**config.mk**
```make
export PLATFORM = sky130hd
export DESIGN_NAME = frv_lfsr_prng
export DESIGN_NICKNAME = d
export VERILOG_FILES = /design/src/rtl/frv_lfsr_prng.sv
export SDC_FILE = /design/constraint.sdc
export NUM_CORES = 1
export LEC_CHECK = 0
export ABC_CLOCK_PERIOD_IN_PS = 4600
export CAP_MARGIN = 20
export CORE_MARGIN = 2
export CORE_UTILIZATION = 45
export DETAILED_ROUTE_END_ITERATION = 6
export PLACE_DENSITY = 0.85
export SLEW_MARGIN = 20
export SYNTH_ARGS = -nofsm -noshare
export SYNTH_HDL_FRONTEND = slang
export SYNTH_SLANG_ARGS = --single-unit
```
**constraint.sdc**
```tcl
create_clock -name g_clk -period 4.6 [get_ports g_clk]
set_input_delay 0.46 -clock g_clk [delete_from_list [all_inputs] [get_ports g_clk]]
set_output_delay 0.46 -clock g_clk [all_outputs]
set_load 0.01 [all_outputs]
```
**src/rtl/frv_lfsr_prng.sv**
```systemverilog
// Fibonacci-style LFSR PRNG with optional entropy injection, reseed handshake,
// post-reseed warm-up and all-ones lockup recovery.

module frv_lfsr_prng_step #(
    parameter int               WIDTH = 32,
    parameter logic [WIDTH-1:0] TAPS  = WIDTH'(32'h80200003)
) (
    input  logic [WIDTH-1:0] s,
    input  logic             e,
    output logic [WIDTH-1:0] s_n
);
    // Inverted parity keeps all-zeros in the sequence; all-ones becomes the stuck state.
    assign s_n = {s[WIDTH-2:0], ~(^(s & TAPS)) ^ e};
endmodule

module frv_lfsr_prng #(
    parameter int               WIDTH       = 32,
    parameter logic [WIDTH-1:0] TAPS        = WIDTH'(32'h80200003),
    parameter logic [WIDTH-1:0] RESET_VALUE = WIDTH'(32'h6789ABCD),
    parameter int               STEPS       = 1,
    parameter int               WARMUP      = 16
) (
    input  logic             g_clk,
    input  logic             g_resetn,
    input  logic             update,
    input  logic [STEPS-1:0] extra_tap,
    input  logic             seed_valid,
    input  logic [WIDTH-1:0] seed_data,
    output logic             seed_ready,
    output logic [WIDTH-1:0] prng,
    output logic [WIDTH-1:0] n_prng,
    output logic             prng_valid,
    output logic             lockup_err
);
    localparam int CW = $clog2(WARMUP + 1);

    typedef enum logic {RUN, WARM} state_t;

    state_t           state_q, state_d;
    logic [WIDTH-1:0] prng_q,  prng_d;
    logic [CW-1:0]    cnt_q,   cnt_d;
    logic             lock_q,  lock_d;

    logic [STEPS:0][WIDTH-1:0] chain;

    assign chain[0] = prng_q;

    // extra_tap[0] feeds the first shift, so chain order matches bit order.
    for (genvar g = 0; g < STEPS; g++) begin : g_step
        frv_lfsr_prng_step #(
            .WIDTH (WIDTH),
            .TAPS  (TAPS)
        ) u_step (
            .s   (chain[g]),
            .e   (extra_tap[g]),
            .s_n (chain[g+1])
        );
    end

    assign n_prng     = chain[STEPS];
    assign prng       = prng_q;
    assign lockup_err = lock_q;

    always_comb begin
        state_d    = state_q;
        prng_d     = prng_q;
        cnt_d      = cnt_q;
        lock_d     = lock_q;
        seed_ready = (state_q == RUN);
        prng_valid = (state_q == RUN);
        case (state_q)
            RUN: begin
                if (seed_valid && seed_ready) begin
                    state_d = WARM;
                    cnt_d   = CW'(WARMUP);
                    if (&seed_data) begin
                        prng_d = RESET_VALUE;
                        lock_d = 1'b1;
                    end else begin
                        prng_d = seed_data;
                        lock_d = 1'b0;
                    end
                end else if (&prng_q) begin
                    prng_d = RESET_VALUE;
                    lock_d = 1'b1;
                end else if (update) begin
                    prng_d = n_prng;
                end
            end
            WARM: begin
                prng_d = n_prng;
                if (cnt_q != '0) cnt_d = cnt_q - CW'(1);
                // Counter at 0 here is unreachable; leaving anyway avoids a hang.
                if (cnt_q <= CW'(1)) state_d = RUN;
            end
            default: state_d = RUN;
        endcase
    end

    always_ff @(posedge g_clk) begin
        if (!g_resetn) begin
            state_q <= RUN;
            prng_q  <= RESET_VALUE;
            cnt_q   <= '0;
            lock_q  <= 1'b0;
        end else begin
            state_q <= state_d;
            prng_q  <= prng_d;
            cnt_q   <= cnt_d;
            lock_q  <= lock_d;
        end
    end
endmodule

```
-- Word-level counts from Yosys, hierarchy flattened
Index checks and enable logic that the tools add are counted.
- register bits after elaboration: 39
- input port bits: 37
- logic and storage cells: 34
- add/subtract/negate cells: 1
- magnitude comparators: 1
- equal/unequal tests: 3
- mux-type cells: 14
- bitwise gates (word level): 3
- reductions and logical operators: 8
- operator list (operator ; number):
    $mux W32 ; 4
    $pmux W32 S2 ; 1
    $reduce_and A32 Y1 ; 2
    $reduce_xor A32 Y1 ; 1
    $mux W5 ; 2
    $pmux W5 S2 ; 1
    $le A5 B1 Y1 const B ; 1
    $mux W1 ; 5
    $reduce_bool A5 Y1 ; 1
    $sub A5 B1 Y5 const B ; 1
    $ne A2 B1 Y1 const B ; 2
    $ne A4 B2 Y1 const B ; 1
    $reduce_and A2 Y1 ; 2
    $not A1 Y1 ; 2
    $pmux W1 S2 ; 1
    $reduce_bool A2 Y1 ; 1
    $logic_and A1 B1 Y1 ; 1
    $xor A1 B1 Y1 ; 1

-- Logic depth before layout (Yosys ltp)
- depth in word-level cells: 7
- depth in mapped cells: 7

-- Hierarchy
A second synthesis with hierarchy kept.
- cell total of the unflattened synthesis: 278
- area, all modules: 2401.1 um2
- by module, submodules not included (module ; times used ; cells each ; area each (um2) ; sequential area each (um2)):
    frv_lfsr_prng ; 1 ; 244 ; 2128.3 ; 780.7
    frv_lfsr_prng_step ; 1 ; 34 ; 272.8 ; 0.0

-- Least setup slack after synthesis
OpenSTA, ideal clock, no wires.
- kind: register to register
- from: reg prng_q[1] (netlist: prng[1])
- to: reg prng_q[1] (netlist: prng[1])
- arrival time: 1.828 ns
- slack: 2.653 ns
- cell stages (with the launch flop): 8
- clock period less this slack: 1.947 ns
- cell sequence: dfxtp_1 -> ha_1 -> nand4_1 -> or4_4 -> o21bai_4 -> buf_6 -> a2bb2oi_1 -> a21oi_1
- cells in the longest elaborated chain, start to end: 4
- elaborated cells on any way between the ends: 5
- ends and longest elaborated chain (item ; line ; text):
    start: declaration ; 40 ; logic [WIDTH-1:0] prng_q, prng_d;
    start signal: assignment ; 108 ; prng_q <= prng_d;
    $reduce_and A32 Y1 (*) ; 83 ; end else if (&prng_q) begin
    $mux W32 ; 83 ;
    $mux W32 ; 73 ; if (seed_valid && seed_ready) begin
    $pmux W32 S2 ; 71 ; case (state_q)
Every way passes the cells marked *; elsewhere a longest branch is shown, timed or not.
A chain may end at the register's enable or synchronous reset.

-- Worst setup path in the final report
- from: reg state_q
- to: out seed_ready
- cells in the longest elaborated chain, start to end: 1
- ends and longest elaborated chain (item ; line ; text):
    start: declaration ; 39 ; state_t state_q, state_d;
    start signal: assignment ; 107 ; state_q <= state_d;
    $not A1 Y1 ; n/a ;
    end: declaration ; 29 ; output logic seed_ready,
No other way between the ends.

==> results.json <==
{
  "coreArea_sq_um": 5042,
  "ios": 104,
  "slowest_stage": "dfxtp_1",
  "utilization": 0.6367,
  "critPathKind": "flop to output port",
  "drc": 0,
  "final_max_slew_viol_count": 0,
  "synthMuxAreaShare": 0,
  "synth_compound_area_frac": 0.3078,
  "pre_cts_slack_ns": 2.124,
  "n_antenna_cell": 0,
  "period_share": 0.5902,
  "drive_above_1_share": 0.04816,
  "cts_tree": "done",
  "cts_max_level": 2,
  "yosys.area_share.simple": 0.1373,
  "synthAdderAreaFrac": 0.01609,
  "port_buffers": 103,
  "tightestPinTransition_ns": 0.8657,
  "syn-num-nets": 331,
  "rsz0062_at_grt": "no",
  "root_buffer": "clkbuf_8",
  "synth_xor_area_frac": 0.01501,
  "reg2reg_depth": 7,
  "fp.dieW_um": 76.01,
  "nets": 392,
  "register_area_sq_um": 780.7,
  "initial_core_util": 0.4628,
  "syn_inst": 291,
  "ys.flop_type": "dfxtp_1",
  "dpl_cell_area_sq_um": 3110,
  "multi_input_area_sq_um": 1111,
  "synth_edf_count": 0,
  "wirelength_um": 7200,
  "critical_path.max_fanout": 24,
  "fmax_ghz": 0.3683,
  "layout_setup_ws_ns": 1.885,
  "fillers": 435,
  "clk_path_buf_depth": 2,
  "crit_path_start": "state_q$_SDFF_PN0_",
  "finalCriticalPeriod_ns": 2.715,
  "clk_pin_slew_ns": 0.08,
  "clock_sinks": 39,
  "die_h_um": 76.01,
  "grt_max_degree": 40,
  "clock-skew-final_ns": 0.003834,
  "synth_top_family_by_area": "compound AO/OA/AOI/OAI gates",
  "finalSetupTns_ns": 0,
  "r2r_start": "prng[1]$_SDFFE_PN0P_",
  "cellPowerDensity_nw_per_um2": 333.4,
  "seq_area_frac_synth": 0.3346,
  "vias_per_cell": 5.872,
  "cp-start-kind": "flop",
  "ctsResizeCount": 0,
  "insertion_delay_ns": 0.29,
  "syn_to_final_growth_pct": 37.59,
  "hp-class": "flop to flop",
  "synth_cell_types": 32,
  "wl_per_cell_um": 17.02,
  "finalInstanceArea_sq_um": 3211,
  "ys_ff_latch": 39,
  "syn_area_sq_um": 2333,
  "place_congestion": 0.8742,
  "relSlewSlack": 0.4207,
  "grt_pass1_vias": 2306,
  "ant_nets": 0,
  "hold_buffers": 0,
  "leakagePower_nw": 1.268,
  "track_usage": 0.2429,
  "cts_inserted_buffers": 5,
  "slowest_delay_ns": 0.75,
  "drt_pass1_iterations": 5,
  "grt_overflow": 0,
  "ir_worst_vdd_mv": 0.2020,
  "dieArea_sq_um": 5778,
  "path_cells": "inv_1 -> clkdlybuf4s50_1",
  "num_rows": 26,
  "critPathCaptureType": "output port",
  "holdPathStages": 2,
  "drv_cap": 0,
  "post_cts_buffers": 0,
  "routed-via-count": 2484,
  "drt-initial-drc-count": 373,
  "synthArstFlopShare": 0,
  "yosysWarnings": 0,
  "antenna_found_initial": 0,
  "outcome": "completed",
  "syn_avg_cell_area_sq_um": 8.019,
  "min_from": "cnt_q[4]$_SDFFE_PN0P_",
  "arrival_ns": 2.26,
  "required_ns": 4.14,
  "finalHoldViolCount": 0,
  "hpwl_um": 4948,
  "setup_viol": 0,
  "grt_pass1_wl_um": 11630
}
-- final timing paths --
check                                to  slack, ns
hold / removal    cnt_q[4]$_SDFFE_PN0P_       0.49
setup / recovery             seed_ready       1.88
setup reg to reg  prng[20]$_SDFFE_PN0P_       2.08
hold reg to reg   cnt_q[4]$_SDFFE_PN0P_       0.49
-- sequential cells by signal, indices dropped and copies added (netlist names) --
name	count
prng	32
state_q	1
cnt_q	5
lockup_err	1
-- where the power goes --
| group | internal (mW) | switching (mW) | leakage (nW) |
|---|---|---|---|
| logic | 0.208 | 0.166 | 0.893 |
| clock network | 0.137 | 0.121 | 0.0515 |
| registers | 0.375 | 0.0636 | 0.324 |
| total | 0.720 | 0.351 | 1.27 |
-- metrics by stage --
step | instances | hold WS (ns) | power [mW]
2_1_floorplan | 291 | 0.4625 | 0.6499
3_3_place_gp | 414 | 0.4810 | 0.8054
3_5_place_dp | 415 | 0.4828 | 0.8150
4_1_cts | 423 | 0.4934 | 1.068
5_1_grt | 423 | 0.5382 | 1.116
6_report | 423 | 0.4929 | 1.070
-- cell usage in the layout (no fill, tap or decap), types with 7 or more instances in the layout --
cell	netlist	final
o221ai_1	18	18
clkdlybuf4s50_1	0	102
a2bb2oi_1	13	13
o21ai_1	12	12
nor2_1	16	16
inv_1	22	22
clkbuf_8	0	7
nand4_1	15	15
nand2_1	15	15
o22ai_1	18	18
dfxtp_1	39	39
a21oi_1	36	36
-- synth_stat cells (11+ instances only) --
| cell | count | area share |
|---|---|---|
| dfxtp_1 | 39 | 0.33 |
| a21oi_1 | 36 | 0.077 |
| buf_4 | 33 | 0.11 |
| inv_1 | 22 | 0.035 |
| o221ai_1 | 18 | 0.068 |
| o22ai_1 | 18 | 0.048 |
| nor2_1 | 16 | 0.026 |
| nand2_1 | 15 | 0.024 |
| nand4_1 | 15 | 0.040 |
| a2bb2oi_1 | 13 | 0.049 |
| o21ai_1 | 12 | 0.026 |
| clkbuf_1 | 11 | 0.018 |
-- logic make-up after synthesis --
family / Yosys count
buffers and inverters: 74
flip-flops: 39
AND/OR/NAND/NOR: 62
AO/OA/AOI/OAI: 109
adder cells (fa/ha/maj): 3
XOR/XNOR: 4
-- worst max-delay path, delay by kind of cell (launching register included) --
kind                   cells  cell delay, ns
buffers and inverters      2            1.21
flip-flops                 1            0.75
-- layout make-up --
cell class              instances  area share
repair buffers                106      0.3266
flip-flops and latches         39      0.2432
inverters                      22     0.02572
clock buffers                   8     0.03118
multi-input cells             178      0.3461
well taps                      70     0.02728
-- metal layers --
| layer | share of wire | GRT usage | up-vias |
|---|---|---|---|
| li1 | - | - | 1165 |
| met1 | 0.40 | 0.3207 | 1158 |
| met2 | 0.49 | 0.4000 | 152 |
| met3 | 0.093 | 0.04976 | 9 |
| met4 | 0.012 | 0.07818 | 0 |
| met5 | 0 | 0 | - |
Note: power is estimated with default switching activity, not from simulation.
